### config.mk
export PLATFORM = sky130hd
export DESIGN_NAME = ex_mul_unit
export DESIGN_NICKNAME = d
export VERILOG_FILES = /design/src/rtl/ex_mul_unit.sv
export SDC_FILE = /design/constraint.sdc
export NUM_CORES = 1
export LEC_CHECK = 0
export ABC_CLOCK_PERIOD_IN_PS = 2900
export CORE_UTILIZATION = 37
export CTS_CLUSTER_SIZE = 24
export DETAILED_ROUTE_END_ITERATION = 10
export PLACE_DENSITY = 0.65
export SYNTH_ARGS = -nofsm -noshare
export SYNTH_HDL_FRONTEND = slang
export SYNTH_SLANG_ARGS = --single-unit
### constraint.sdc
create_clock -name clk -period 2.9 [get_ports clk]
set_input_delay 0.29 -clock clk [delete_from_list [all_inputs] [get_ports clk]]
set_output_delay 0.29 -clock clk [all_outputs]
set_load 0.02 [all_outputs]
### src/rtl/ex_mul_unit.sv
// EX-stage iterative shift-add multiplier owning HI/LO, with MTHI/MTLO writes and pipeline stall.
// Define SIGNED_MULT_EN to make MULT (funct 6'h18) signed; otherwise MULT and MULTU are both unsigned.
module ex_mul_unit #(
  parameter int unsigned WIDTH = 32,
  parameter int unsigned CNT_W = 6
) (
  input  logic             clk,
  input  logic             reset,
  input  logic             start,
  input  logic [5:0]       funct,
  input  logic [WIDTH-1:0] op_a,
  input  logic [WIDTH-1:0] op_b,
  input  logic             mf_req,
  input  logic             hi_we,
  input  logic             lo_we,
  input  logic [WIDTH-1:0] wdata,
  output logic             busy,
  output logic             stall,
  output logic             done,
  output logic [WIDTH-1:0] hi,
  output logic [WIDTH-1:0] lo
);

  localparam logic [5:0] FunctMult  = 6'h18;
  localparam logic [5:0] FunctMultu = 6'h19;

  typedef enum logic [1:0] {StIdle, StRun, StFin} state_e;

  state_e               state_q, state_d;
  logic [WIDTH-1:0]     mcand_q, mcand_d;
  logic [WIDTH-1:0]     mplier_q, mplier_d;
  logic [2*WIDTH-1:0]   acc_q, acc_d;
  logic [CNT_W-1:0]     cnt_q, cnt_d;
  logic [WIDTH-1:0]     hi_q, hi_d;
  logic [WIDTH-1:0]     lo_q, lo_d;
  logic                 busy_q, busy_d;
  logic                 done_q, done_d;

  logic                 start_ok;
  logic                 last_iter;
  logic [WIDTH-1:0]     mag_a, mag_b;
  logic [WIDTH:0]       sum;
  logic [2*WIDTH-1:0]   product;

  assign start_ok  = start & ((funct == FunctMult) | (funct == FunctMultu));
  assign last_iter = (cnt_q == CNT_W'(WIDTH - 1));

`ifdef SIGNED_MULT_EN
  logic is_signed;
  logic sign_neg_q, sign_neg_d;

  assign is_signed = (funct == FunctMult);

  // Multiply magnitudes; the most-negative operand's magnitude still fits as unsigned.
  always_comb begin
    mag_a      = (is_signed & op_a[WIDTH-1]) ? (~op_a + WIDTH'(1)) : op_a;
    mag_b      = (is_signed & op_b[WIDTH-1]) ? (~op_b + WIDTH'(1)) : op_b;
    sign_neg_d = sign_neg_q;
    if (state_q == StIdle && start_ok) begin
      sign_neg_d = is_signed & (op_a[WIDTH-1] ^ op_b[WIDTH-1]);
    end
    product = sign_neg_q ? (~acc_q + (2*WIDTH)'(1)) : acc_q;
  end

  always_ff @(posedge clk) begin
    if (!reset) begin
      sign_neg_q <= 1'b0;
    end else begin
      sign_neg_q <= sign_neg_d;
    end
  end
`else
  always_comb begin
    mag_a   = op_a;
    mag_b   = op_b;
    product = acc_q;
  end
`endif

  // State register and datapath registers.
  always_ff @(posedge clk) begin
    if (!reset) begin
      state_q  <= StIdle;
      mcand_q  <= '0;
      mplier_q <= '0;
      acc_q    <= '0;
      cnt_q    <= '0;
      hi_q     <= '0;
      lo_q     <= '0;
      busy_q   <= 1'b0;
      done_q   <= 1'b0;
    end else begin
      state_q  <= state_d;
      mcand_q  <= mcand_d;
      mplier_q <= mplier_d;
      acc_q    <= acc_d;
      cnt_q    <= cnt_d;
      hi_q     <= hi_d;
      lo_q     <= lo_d;
      busy_q   <= busy_d;
      done_q   <= done_d;
    end
  end

  // Next-state logic.
  always_comb begin
    state_d = state_q;
    unique case (state_q)
      StIdle:  if (start_ok) state_d = StRun;
      StRun:   if (last_iter) state_d = StFin;
      StFin:   state_d = StIdle;
      default: state_d = StIdle;
    endcase
  end

  // Datapath next-state: operand capture, add/shift iterations, HI/LO updates.
  always_comb begin
    mcand_d  = mcand_q;
    mplier_d = mplier_q;
    acc_d    = acc_q;
    cnt_d    = cnt_q;
    hi_d     = hi_q;
    lo_d     = lo_q;
    sum      = {1'b0, acc_q[2*WIDTH-1:WIDTH]} + {1'b0, (mplier_q[0] ? mcand_q : '0)};
    unique case (state_q)
      StIdle: begin
        if (start_ok) begin
          // A coinciding MTHI/MTLO is dropped; start takes priority.
          mcand_d  = mag_a;
          mplier_d = mag_b;
          acc_d    = '0;
          cnt_d    = '0;
        end else begin
          if (hi_we) hi_d = wdata;
          if (lo_we) lo_d = wdata;
        end
      end
      StRun: begin
        acc_d    = {sum, acc_q[WIDTH-1:1]};
        mplier_d = mplier_q >> 1;
        cnt_d    = cnt_q + CNT_W'(1);
      end
      StFin: begin
        hi_d = product[2*WIDTH-1:WIDTH];
        lo_d = product[WIDTH-1:0];
      end
      default: ;
    endcase
    busy_d = (state_d != StIdle);
    done_d = (state_q == StFin);
  end

  // Outputs.
  always_comb begin
    busy  = busy_q;
    done  = done_q;
    hi    = hi_q;
    lo    = lo_q;
    stall = busy_q & (start | mf_req | hi_we | lo_we);
  end

endmodule
### Word-level counts from Yosys, hierarchy flattened

Index checks and enable logic that the tools add are counted.

* add/subtract/negate cells: 2
* eq/ne operators: 9
* multiplexer cells: 16
* bitwise gates (word level): 6
* reduce and logical (&&, ||, !) cells: 8

Operators with widths (number)
* 32-bit two-way mux: 6
* 32-bit case mux with 2 select lines: 3
* 64-bit case mux with 2 select lines: 1
* 64-bit two-way mux: 1
* 32-bit by 32-bit adder with 33-bit output: 1
* 6-bit by 5-bit equality test with 1-bit output, second input constant: 3
* 6-bit case mux with 2 select lines: 1
* 2-bit != test, second input constant: 4
* 6-bit by 1-bit adder with 6-bit output, second input constant: 1
* 6-bit two-way mux: 1
* 3-bit AND reduction: 2
* 2-bit nonzero test: 3
* 2-bit two-way mux: 2
* 1-bit bitwise OR: 4
* 2-bit case mux with 2 select lines: 1
* 2-bit AND reduction: 2
* 1-bit AND: 2
* 2-bit by 1-bit equality test with 1-bit output, second input constant: 1
* 2-bit equality test, second input constant: 1
* 2-bit logical NOT: 1

* flip-flop bits (word level): 202
* input port bits: 108
* output and inout port bits: 67

### Longest topological paths before layout

Gate-level depths: netlist of the first run.

* depth after elaboration: 6
* gate-level depth with buffers: 11

### Least setup slack after synthesis of the first run

No wires, ideal clock.

* kind: register -> register
* from: register mplier_q[0]
* to: register acc_q[59]
* library setup time: 0.122 ns
* data arrival time: 2.578 ns
* path slack: 0.200 ns
* stages on the path, launching flop included: 11
* clock period less this slack: 2.700 ns
* cells stage by stage: dfxtp_1 clkbuf_1 nand2_1 fa_1 and2b_1 o2111ai_1 a21oi_1 o21ai_1 o31a_1 o2111a_1 a221o_1

* word-level cells in the longest chain between the ends: 3

Ends and longest elaborated chain
* start, declared: line 31 `logic [WIDTH-1:0] mplier_q, mplier_d;`
* start signal, assigned: line 95 `mplier_q <= mplier_d;`
* 32-bit two-way mux: line 124 `sum = {1'b0, acc_q[2*WIDTH-1:WIDTH]} + {1'b0, (mplier_q[0] ? mcand_q : '0)};`
* 32-bit by 32-bit adder with 33-bit output: line 124
* 64-bit case mux with 2 select lines: line 125 `unique case (state_q)`
* end signal, assigned: line 86 `acc_q <= '0;`
* end signal, assigned: line 96 `acc_q <= acc_d;`
* end, declared: line 32 `logic [2*WIDTH-1:0] acc_q, acc_d;`

No other way between the ends.
A chain may end at the register's enable or synchronous reset.

### Final worst setup path of the first run

Same ends and word-level chain as after synthesis.

==> impl_metrics.env, run 1 <==
export IMPL_status="complete, no violations"
export IMPL_initial_utilization=0.3806
export IMPL_p_switching_mw=1.502
export IMPL_yosys_warnings=0
export IMPL_path_max_fanout=4
export IMPL_sequential_cell_area_fraction_in_the_yosys_report=0.4171
export IMPL_power_density_nw_per_um2=526.1
export IMPL_grt_overflow=0
export IMPL_crit_path_end_kind="flop"
export IMPL_placed_cell_area_sq_um=11810
export IMPL_die_area_sq_um=26850
export IMPL_number_of_flops_mapped_to_enable_cells_by_yosys=0
export IMPL_detailed_placement_hpwl_um=19000
export IMPL_period_minus_slack_ns=2.757
export IMPL_combinationalPowerShare=0.093
export IMPL_worst_ir_drop_vdd_mv=0.3987
export IMPL_placed_cells_incl_taps=1587
export IMPL_worst_slew_pin_transition_ns=0.5654
export IMPL_detail_route_wirelength_um=25990
export IMPL_detail_route_first_pass_iterations=5
export IMPL_seqPwrFrac=0.434
export IMPL_max_clock_path_buffers=3
export IMPL_part_of_the_power_in_the_clock_network=0.472
export IMPL_synth_ff_latch_count=202
export IMPL_most_used_flip_flop_cell_after_synthesis="dfxtp_1"
export IMPL_die_height_um=163.9
export IMPL_netlist_instances=1137
export IMPL_critical_path_class="flop to flop"
export IMPL_detail_route_drc_violations=0
export IMPL_syn_to_final_growth_pct=30.68
export IMPL_data_arrival_at_the_endpoint_of_the_critical_path_ns=3.16
export IMPL_total_negative_slack_ns=0
export IMPL_cts_hold_buffers_added=0
export IMPL_clkLatencyLatePin_ns=0.52
export IMPL_drt_antenna_violating_nets=0
export IMPL_total_power_mw=6.665
export IMPL_data_required_time_of_the_worst_path_ns=3.31
export IMPL_async_set_reset_flop_share_out_of_synthesis=0
export IMPL_die_x_um=163.9
export IMPL_ys_types=56
export IMPL_htreeDepth=1
export IMPL_start_point_of_the_critical_path="mplier_q[0]"
export IMPL_highest_clock_rate_ghz=0.3627
export IMPL_timing_clock_skew_ns=0.006020
export IMPL_maxSlewHeadroom=0.6231
export IMPL_grt_total_usage=0.1917
export IMPL_numClockSinks=202
export IMPL_final_instance_area_sq_um=12670
export IMPL_synth_area_sq_um=9694
export IMPL_core_area_sq_um=25470
export IMPL_cts_buf_count=23
export IMPL_finalMaxSlewViolations=0
export IMPL_fin_util=0.4973
export IMPL_grt_antenna_before_repair=0
export IMPL_p_int_mw=5.163
export IMPL_design_final_nets=1425
export IMPL_dr_first_iter_drc_count=443
export IMPL_cellLeakagePower_nw=5.307
export IMPL_final_hold_violation_count=0
export IMPL_port_buffers=173
export IMPL_p_sw_frac=0.2253
export IMPL_placement_rows=58
export IMPL_cts_root_buffer_cell="clkbuf_16"
export IMPL_worstReg2RegStart="mplier_q[0]"
export IMPL_grt_first_pass_wirelength_um=41380
export IMPL_antenna_cells=0
export IMPL_gp_congestion=0.8893
export IMPL_vias=8577
export IMPL_wire_length_per_cell_after_detailed_routing_um=15.94
export IMPL_final_cell_count_no_fill=1630
export IMPL_first_global_vias=7797
export IMPL_grt_max_degree=96
export IMPL_syn_mean_instance_area_sq_um=8.526
export IMPL_routed_vias_inst=5.262
export IMPL_type_of_the_worst_min_delay_path="primary input to flop"
export IMPL_synth_net_count=1279
export IMPL_cts_tree="built"
export IMPL_final_period_utilization=0.9506
export IMPL_design_portCount=175
export IMPL_hp_start="reset"
export IMPL_layout_drive_gt1_share=0.06615
export IMPL_timing_max_cap_violations=0
export IMPL_setup_worst_path_start_class="flop"
export IMPL_rsz_0062_raised_after_global_routing="no"
export IMPL_worst_setup_hold_path_clk_slew_ns=0.06
export IMPL_setup_violations=0
## Yosys cell counts (5+ instances only)
cell type | instances | share of area
buf_1 | 6 | 0.0023
a21o_1 | 15 | 0.012
nor2b_1 | 38 | 0.025
xnor2_1 | 10 | 0.0090
a22oi_1 | 26 | 0.020
a31oi_1 | 5 | 0.0032
or3_1 | 6 | 0.0039
xor2_1 | 14 | 0.013
o21ai_0 | 48 | 0.025
o221ai_1 | 8 | 0.0072
a22o_1 | 34 | 0.031
inv_1 | 12 | 0.0046
o21bai_1 | 6 | 0.0046
dfxtp_1 | 202 | 0.42
nand3_1 | 18 | 0.0093
nor3_1 | 7 | 0.0036
nor2_1 | 36 | 0.014
o21a_1 | 5 | 0.0039
o211a_1 | 64 | 0.066
and2_1 | 41 | 0.026
nand4_1 | 12 | 0.0077
buf_2 | 10 | 0.0052
nand2_1 | 204 | 0.079
a21boi_0 | 59 | 0.046
ha_1 | 33 | 0.043
clkbuf_1 | 65 | 0.025
a21oi_1 | 107 | 0.055
## per-stage QoR
stage / setup slack (ns) / hold slack (ns)
floorplan: 0.2004 / 0.4261
detailed placement: 0.06619 / 0.4502
global route: 0.01345 / 0.2932
global placement: 0.1168 / 0.4400
CTS: 0.05471 / 0.2664
finish: 0.1432 / 0.2752
## cells in the final DEF (no fill, tap or decap), types with 3 or more instances in the layout
master	netlist	routed
a211oi_1	3	3
a21boi_0	59	59
a21boi_1	4	4
a21o_1	15	15
a21oi_1	107	106
a22o_1	34	34
a22oi_1	26	26
a31oi_1	5	5
and2_1	41	41
buf_12	0	4
buf_4	1	28
bufinv_16	0	4
clkbuf_16	0	23
clkbuf_8	0	6
clkdlybuf4s50_1	0	172
clkinv_2	0	5
dfxtp_1	202	202
ha_1	33	33
inv_1	12	12
nand2_1	204	204
nand2b_1	4	4
nand3_1	18	18
nand4_1	12	12
nor2_1	36	33
nor2b_1	38	36
nor3_1	7	6
o211a_1	64	64
o211ai_1	4	4
o21a_1	5	5
o21ai_0	48	48
o21bai_1	6	6
o221ai_1	8	8
or3_1	6	6
xnor2_1	10	10
xor2_1	14	14
## logic make-up (layout without fill, tap and decap cells)
kind of cell,after synthesis,count (layout),share of synthesized area
flops,202,202,0.4171
compound gates,406,406,0.2984
simple gates,374,374,0.1767
mux,2,2,0.002194
xor+xnor,24,24,0.02168
buf+inv,95,258,0.03924
fa+ha+maj,34,34,0.04466
## timing repair
item / CTS / global route
setup endpoints to repair: 0 / 4
resized for setup: 0 / 4
setup buffers: 0 / 1
## metal layers
| layer | track usage | up-vias | wire length [um] |
|---|---|---|---|
| met5 | 0 | - | 0 |
| met4 | 0.03830 | 0 | 373 |
| met3 | 0.03737 | 25 | 1667 |
| met2 | 0.2839 | 225 | 10830 |
| met1 | 0.2856 | 3968 | 13120 |
| li1 | - | 4359 | - |
## power groups by stage
stage          sequential [mW]  combinational (mW)  clock, mW
3_5_place_dp              2.96               0.625          0
6_report                  2.90               0.621       3.15
5_1_grt                   2.90               0.673       3.34
2_1_floorplan             3.03               0.212          0
4_1_cts                   2.89               0.628       3.23
3_3_place_gp              2.95               0.622          0
## critical path, stage by stage, from the launching register on
cell	delay [ns]
dfxtp_1	0.34
and2_1	0.13
ha_1	0.18
inv_1	0.07
fa_1	0.38
and2b_1	0.24
o2111ai_1	0.16
a21oi_2	0.21
o21ai_2	0.11
o31a_1	0.30
o2111a_1	0.27
a221o_1	0.26
## sequential cells by signal (all words and copies together) (netlist names)
register	count
acc_q	64
hi	32
lo	32
mcand_q	32
mplier_q	32
cnt_q	6
state_q	2
busy	1
done	1
## layout make-up
type                    instances  area [sq um]
multi-input cells             840          5316
flip-flops and latches        202          4044
clock inverters                11         172.7
well taps                     330         412.9
fillers                      2445         12800
inverters                      12         45.04
clock buffers                  31         665.6
repair buffers                204          2012
## path summary, 6_finish.rpt
path                       to  slack, ns  cells after the start
setup / recovery    acc_q[59]       0.14                     11
hold / removal         lo[28]       0.28                      2
setup reg to reg    acc_q[59]       0.14                     11
hold reg to reg   mcand_q[14]       0.45                      2
Note: power is estimated with default switching activity, not from simulation.
==> inputs of run 2 (changes only) <==
==> constraint.sdc (replaced) <==
create_clock -name clk -period 2.9 [get_ports clk]
set_input_delay 0.58 -clock clk [delete_from_list [all_inputs] [get_ports clk]]
set_output_delay 0.58 -clock clk [all_outputs]
set_load 0.02 [all_outputs]
==> impl_metrics.env, run 2 (synthesis gave the netlist of run 1 again) <==
export IMPL_cts_tree="built"
export IMPL_setup_violations=0
export IMPL_first_global_vias=8007
export IMPL_layout_drive_gt1_share=0.07187
export IMPL_setup_worst_path_start_class="flop"
export IMPL_cts_root_buffer_cell="clkbuf_16"
export IMPL_vias=8672
export IMPL_design_portCount=175
export IMPL_crit_chain="and2_1 -> ha_2 -> inv_1 -> fa_1 -> and2b_1 -> o2111ai_1 -> a21oi_1 -> o21ai_1 -> o31a_1 -> o2111a_1 -> a221o_1"
export IMPL_initial_utilization=0.3806
export IMPL_final_hold_violation_count=0
export IMPL_final_cell_mix="204 x nand2_1, 202 x dfxtp_1, 172 x clkdlybuf4s50_1, 106 x a21oi_1, 64 x o211a_1"
export IMPL_core_area_sq_um=25470
export IMPL_rsz_0062_raised_after_global_routing="yes"
export IMPL_hp_start="mcand_q[13]"
export IMPL_syn_to_final_growth_pct=31.29
export IMPL_detailed_placement_hpwl_um=19180
export IMPL_power_density_nw_per_um2=517.3
export IMPL_cellLeakagePower_nw=5.346
export IMPL_detail_route_first_pass_iterations=5
export IMPL_worst_slew_pin_transition_ns=0.6290
export IMPL_type_of_the_worst_min_delay_path="flop to flop"
export IMPL_part_of_the_power_in_the_clock_network=0.465
export IMPL_finalMaxSlewViolations=0
export IMPL_status="complete, no violations"
export IMPL_numClockSinks=202
export IMPL_placement_rows=58
export IMPL_clkLatencyLatePin_ns=0.52
export IMPL_combinationalPowerShare=0.096
export IMPL_antenna_cells=0
export IMPL_detail_route_drc_violations=0
export IMPL_grt_overflow=0
export IMPL_data_required_time_of_the_worst_path_ns=3.31
export IMPL_timing_clock_skew_ns=0.01439
export IMPL_crit_path_end_kind="flop"
export IMPL_setup_slack_ns=0.1202
export IMPL_total_negative_slack_ns=0
export IMPL_total_power_mw=6.584
export IMPL_start_point_of_the_critical_path="mcand_q[0]"
export IMPL_cts_buf_count=23
export IMPL_critPathSlowestCell="fa_1"
export IMPL_period_minus_slack_ns=2.780
export IMPL_die_x_um=163.9
export IMPL_gp_congestion=0.8662
export IMPL_final_period_utilization=0.9585
export IMPL_port_buffers=173
export IMPL_die_area_sq_um=26850
export IMPL_die_height_um=163.9
export IMPL_hold_ws_ns=0.4426
export IMPL_detail_route_wirelength_um=26390
export IMPL_top_register="acc_q"
export IMPL_multi_input_gate_area_in_the_final_layout_sq_um=5314
export IMPL_critical_path_class="flop to flop"
export IMPL_largest_register_ffs=64
export IMPL_regArea_sq_um=4044
export IMPL_p_sw_frac=0.2282
export IMPL_grt_antenna_before_repair=1
export IMPL_worstReg2RegStart="mcand_q[0]"
export IMPL_seqPwrFrac=0.440
export IMPL_final_fill_count=2456
export IMPL_worst_ir_drop_vdd_mv=0.4171
export IMPL_worst_path_largest_cell_delay_ns=0.38
export IMPL_layout_commonest_cell="nand2_1"
export IMPL_grt_max_degree=65
export IMPL_design_final_nets=1433
export IMPL_path_max_fanout=4
export IMPL_timing_max_cap_violations=0
export IMPL_data_arrival_at_the_endpoint_of_the_critical_path_ns=3.19
export IMPL_p_int_mw=5.081
export IMPL_highest_clock_rate_ghz=0.3597
export IMPL_maxSlewHeadroom=0.5807
export IMPL_dr_first_iter_drc_count=540
export IMPL_grt_first_pass_wirelength_um=42100
export IMPL_worst_setup_hold_path_clk_slew_ns=0.06
export IMPL_max_clock_path_buffers=3
export IMPL_pre_cts_ws_ns=0.1080
export IMPL_drt_antenna_violating_nets=0
export IMPL_routed_vias_inst=5.294
export IMPL_htreeDepth=1
export IMPL_p_switching_mw=1.503
export IMPL_grt_total_usage=0.1943
export IMPL_wire_length_per_cell_after_detailed_routing_um=16.11
[run 2: final cells by class]
type                    instances  area share
flip-flops and latches        202      0.3177
inverters                      12    0.003539
clock inverters                11     0.01170
clock buffers                  31     0.05230
repair buffers                212      0.1648
well taps                     330     0.03244
multi-input cells             840      0.4175
[run 2: final timing paths]
kind / to / slack, ns / cells past startpoint
worst max-delay path: acc_q[59] / 0.12 / 11
worst min-delay path: mcand_q[13] / 0.44 / 2
worst max register to register: acc_q[59] / 0.12 / 11
worst min register to register: mcand_q[13] / 0.44 / 2
[run 2: worst max-delay path, delay by kind of cell (launching register included)]
kind	cells	cell delay (ns)
compound gates	6	1.33
fa+ha+maj	2	0.58
simple gates	2	0.41
flops	1	0.32
buf+inv	1	0.05
[run 2: metrics by stage]
step           cells  area [sq um]  utilization
6_report        1638         12730       0.4997
5_1_grt         1638         12730       0.4997
4_1_cts         1637         12710       0.4990
3_5_place_dp    1595         11900       0.4670
3_3_place_gp    1595         11900       0.4670
2_1_floorplan   1137          9694            -
[run 2: per-layer routing]
layer	track usage	wire, um	part of all wire	vias up
met5	0	0	0	-
met4	0.03704	355	0.013	0
met3	0.04141	1821	0.069	22
met2	0.2937	11170	0.42	224
met1	0.2829	13040	0.49	4047
li1	-	-	-	4379
[run 2: power groups by stage]
stage	sequential (mW)	combinational [mW]	clock, mW
floorplan	3.03	0.212	0
global placement	2.95	0.629	0
detailed placement	2.96	0.634	0
CTS	2.90	0.637	3.13
global route	2.90	0.678	3.25
finish	2.89	0.630	3.06
[run 2: timing repair]
item | CTS | global route
hold buffers | 0 | 0
setup endpoints to repair | 0 | 7
gates resized for setup | 0 | 5
setup buffers | 0 | 1
==> inputs of run 3 (changes only) <==
Settings changed: ABC_CLOCK_PERIOD_IN_PS 2900 to 2300.
Clock period 2.9 ns to 2.3 ns, I/O delays scaled along.
==> impl_metrics.env, run 3 (synthesis gave the netlist of run 1 again) <==
export IMPL_worst_hold_path_num_cells=2
export IMPL_clkLatencyLatePin_ns=0.52
export IMPL_p_sw_frac=0.2301
export IMPL_layout_drive_gt1_share=0.2046
export IMPL_setup_reg_to_reg_worst_slack_ns=-0.27
export IMPL_power_density_nw_per_um2=584.9
export IMPL_hp_start="mcand_q[13]"
export IMPL_p_switching_mw=1.909
export IMPL_detailed_placement_hpwl_um=20510
export IMPL_grt_max_degree=117
export IMPL_core_area_sq_um=25470
export IMPL_max_clock_path_buffers=3
export IMPL_data_arrival_at_the_endpoint_of_the_critical_path_ns=2.97
export IMPL_total_power_mw=8.296
export IMPL_rr_endpoint="acc_q[59]"
export IMPL_setup_violations=22
export IMPL_detail_route_first_pass_iterations=5
export IMPL_drt_antenna_violating_nets=0
export IMPL_p_int_mw=6.387
export IMPL_first_global_vias=8750
export IMPL_die_height_um=163.9
export IMPL_worst_path_largest_cell_delay_ns=0.35
export IMPL_path_max_fanout=3
export IMPL_cts_root_buffer_cell="clkbuf_16"
export IMPL_detail_route_wirelength_um=28880
export IMPL_top_register="acc_q"
export IMPL_worst_slew_pin_transition_ns=1.114
export IMPL_type_of_the_worst_min_delay_path="flop to flop"
export IMPL_worstReg2RegStart="mplier_q[0]"
export IMPL_htreeDepth=1
export IMPL_seqPwrFrac=0.440
export IMPL_timing_max_cap_violations=0
export IMPL_combinationalPowerShare=0.097
export IMPL_setup_worst_path_start_class="flop"
export IMPL_grt_first_pass_wirelength_um=45660
export IMPL_die_area_sq_um=26850
export IMPL_final_cell_mix="201 x nand2_1, 200 x dfxtp_1, 171 x clkdlybuf4s50_1, 142 x buf_4, 87 x a21oi_1"
export IMPL_gp_congestion=0.8615
export IMPL_status="finished with violations"
export IMPL_period_minus_slack_ns=2.574
export IMPL_syn_to_final_growth_pct=46.32
export IMPL_finalMaxSlewViolations=0
export IMPL_timing_clock_skew_ns=0.01327
export IMPL_setup_slack_ns=-0.2743
export IMPL_design_final_nets=1552
export IMPL_crit_chain="and2_4 -> ha_4 -> inv_2 -> fa_2 -> and2b_1 -> o2111ai_2 -> a21oi_2 -> o21ai_2 -> o31a_1 -> o2111a_1 -> a221o_1"
export IMPL_violations="negative setup slack"
export IMPL_design_portCount=175
export IMPL_largest_register_ffs=64
export IMPL_die_x_um=163.9
export IMPL_cts_buf_count=23
export IMPL_layout_commonest_cell="nand2_1"
export IMPL_rr_worst_depth=11
export IMPL_highest_clock_rate_ghz=0.3885
export IMPL_critical_path_class="flop to flop"
export IMPL_port_buffers=173
export IMPL_numClockSinks=202
export IMPL_maxSlewHeadroom=0.2572
export IMPL_final_hold_violation_count=0
export IMPL_crit_path_end_kind="flop"
export IMPL_routed_vias_inst=5.271
export IMPL_final_period_utilization=1.119
export IMPL_wire_length_per_cell_after_detailed_routing_um=16.44
export IMPL_cts_tree="built"
export IMPL_rsz_0062_raised_after_global_routing="yes"
export IMPL_antenna_cells=0
export IMPL_initial_utilization=0.3806
export IMPL_worst_ir_drop_vdd_mv=0.4312
export IMPL_hold_path_end="mcand_q[13]"
export IMPL_data_required_time_of_the_worst_path_ns=2.70
export IMPL_detail_route_drc_violations=0
export IMPL_vias=9262
export IMPL_hold_ws_ns=0.4479
export IMPL_placement_rows=58
export IMPL_critPathSlowestCell="dfxtp_2"
export IMPL_cellLeakagePower_nw=5.961
export IMPL_grt_total_usage=0.2114
export IMPL_grt_antenna_before_repair=0
export IMPL_worst_setup_hold_path_clk_slew_ns=0.06
export IMPL_part_of_the_power_in_the_clock_network=0.463
export IMPL_grt_overflow=0
export IMPL_cts_hold_buffers_added=0
export IMPL_dr_first_iter_drc_count=711
run 3: routing by layer:
| metal | up-vias | GRT usage | part of all wire |
|---|---|---|---|
| li1 | 4607 | - | - |
| met1 | 4349 | 0.3115 | 0.50 |
| met2 | 277 | 0.3222 | 0.42 |
| met3 | 29 | 0.03737 | 0.065 |
| met4 | 0 | 0.03788 | 0.013 |
| met5 | - | 0 | 0 |
run 3: worst max path at each step:
stage	startpoint	end	cells past startpoint
final	mplier_q[0]	acc_q[59]	11
after global routing	mplier_q[0]	acc_q[59]	11
after CTS	mplier_q[0]	acc_q[59]	11
after detailed placement	start	state_q[0]	8
after global placement	start	mplier_q[0]	9
after floorplan	mplier_q[0]	acc_q[59]	11
run 3: layout make-up:
| cell class | count | area (sq um) |
|---|---|---|
| Timing Repair Buffer | 331 | 3039 |
| Fill cell | 2262 | 11290 |
| Clock buffer | 34 | 706.9 |
| Tap cell | 330 | 412.9 |
| Multi-Input combinational cell | 840 | 5834 |
| Sequential cell | 202 | 4046 |
| Inverter | 12 | 45.04 |
| Clock inverter | 8 | 100.1 |
run 3: power by group through the flow:
stage	Clock (mW)	Combinational, mW	Sequential [mW]
after CTS	3.92	0.808	3.65
after detailed placement	0	0.803	3.73
after global placement	0	0.797	3.73
final	3.84	0.802	3.65
after floorplan	0	0.267	3.82
after global routing	4.08	0.863	3.66
run 3: stage by stage:
step / setup slack (ns) / cell area [sq um] / setup TNS, ns / util / std cells
2_1_floorplan: -0.2205 / 9731 / -0.5310 / - / 1137
3_3_place_gp: -0.3744 / 12730 / -34.94 / 0.5000 / 1701
3_5_place_dp: -0.3926 / 12730 / -37.72 / 0.5000 / 1701
4_1_cts: -0.2701 / 13970 / -1.959 / 0.5486 / 1751
5_1_grt: -0.3648 / 14180 / -4.598 / 0.5569 / 1757
6_report: -0.2743 / 14180 / -2.445 / 0.5569 / 1757
run 3: repair_timing:
action	in CTS	in global routing
pin swaps	23	35
buffers inserted	9	6
resized for setup	85	39
endpoints found under the setup margin	24	24
run 3: worst max-delay path: cells and delay by family, from the launching register on:
family	cells	cell delay, ns
fa+ha+maj	2	0.47
simple gates	2	0.40
flops	1	0.35
compound gates	6	1.22
buf+inv	1	0.03
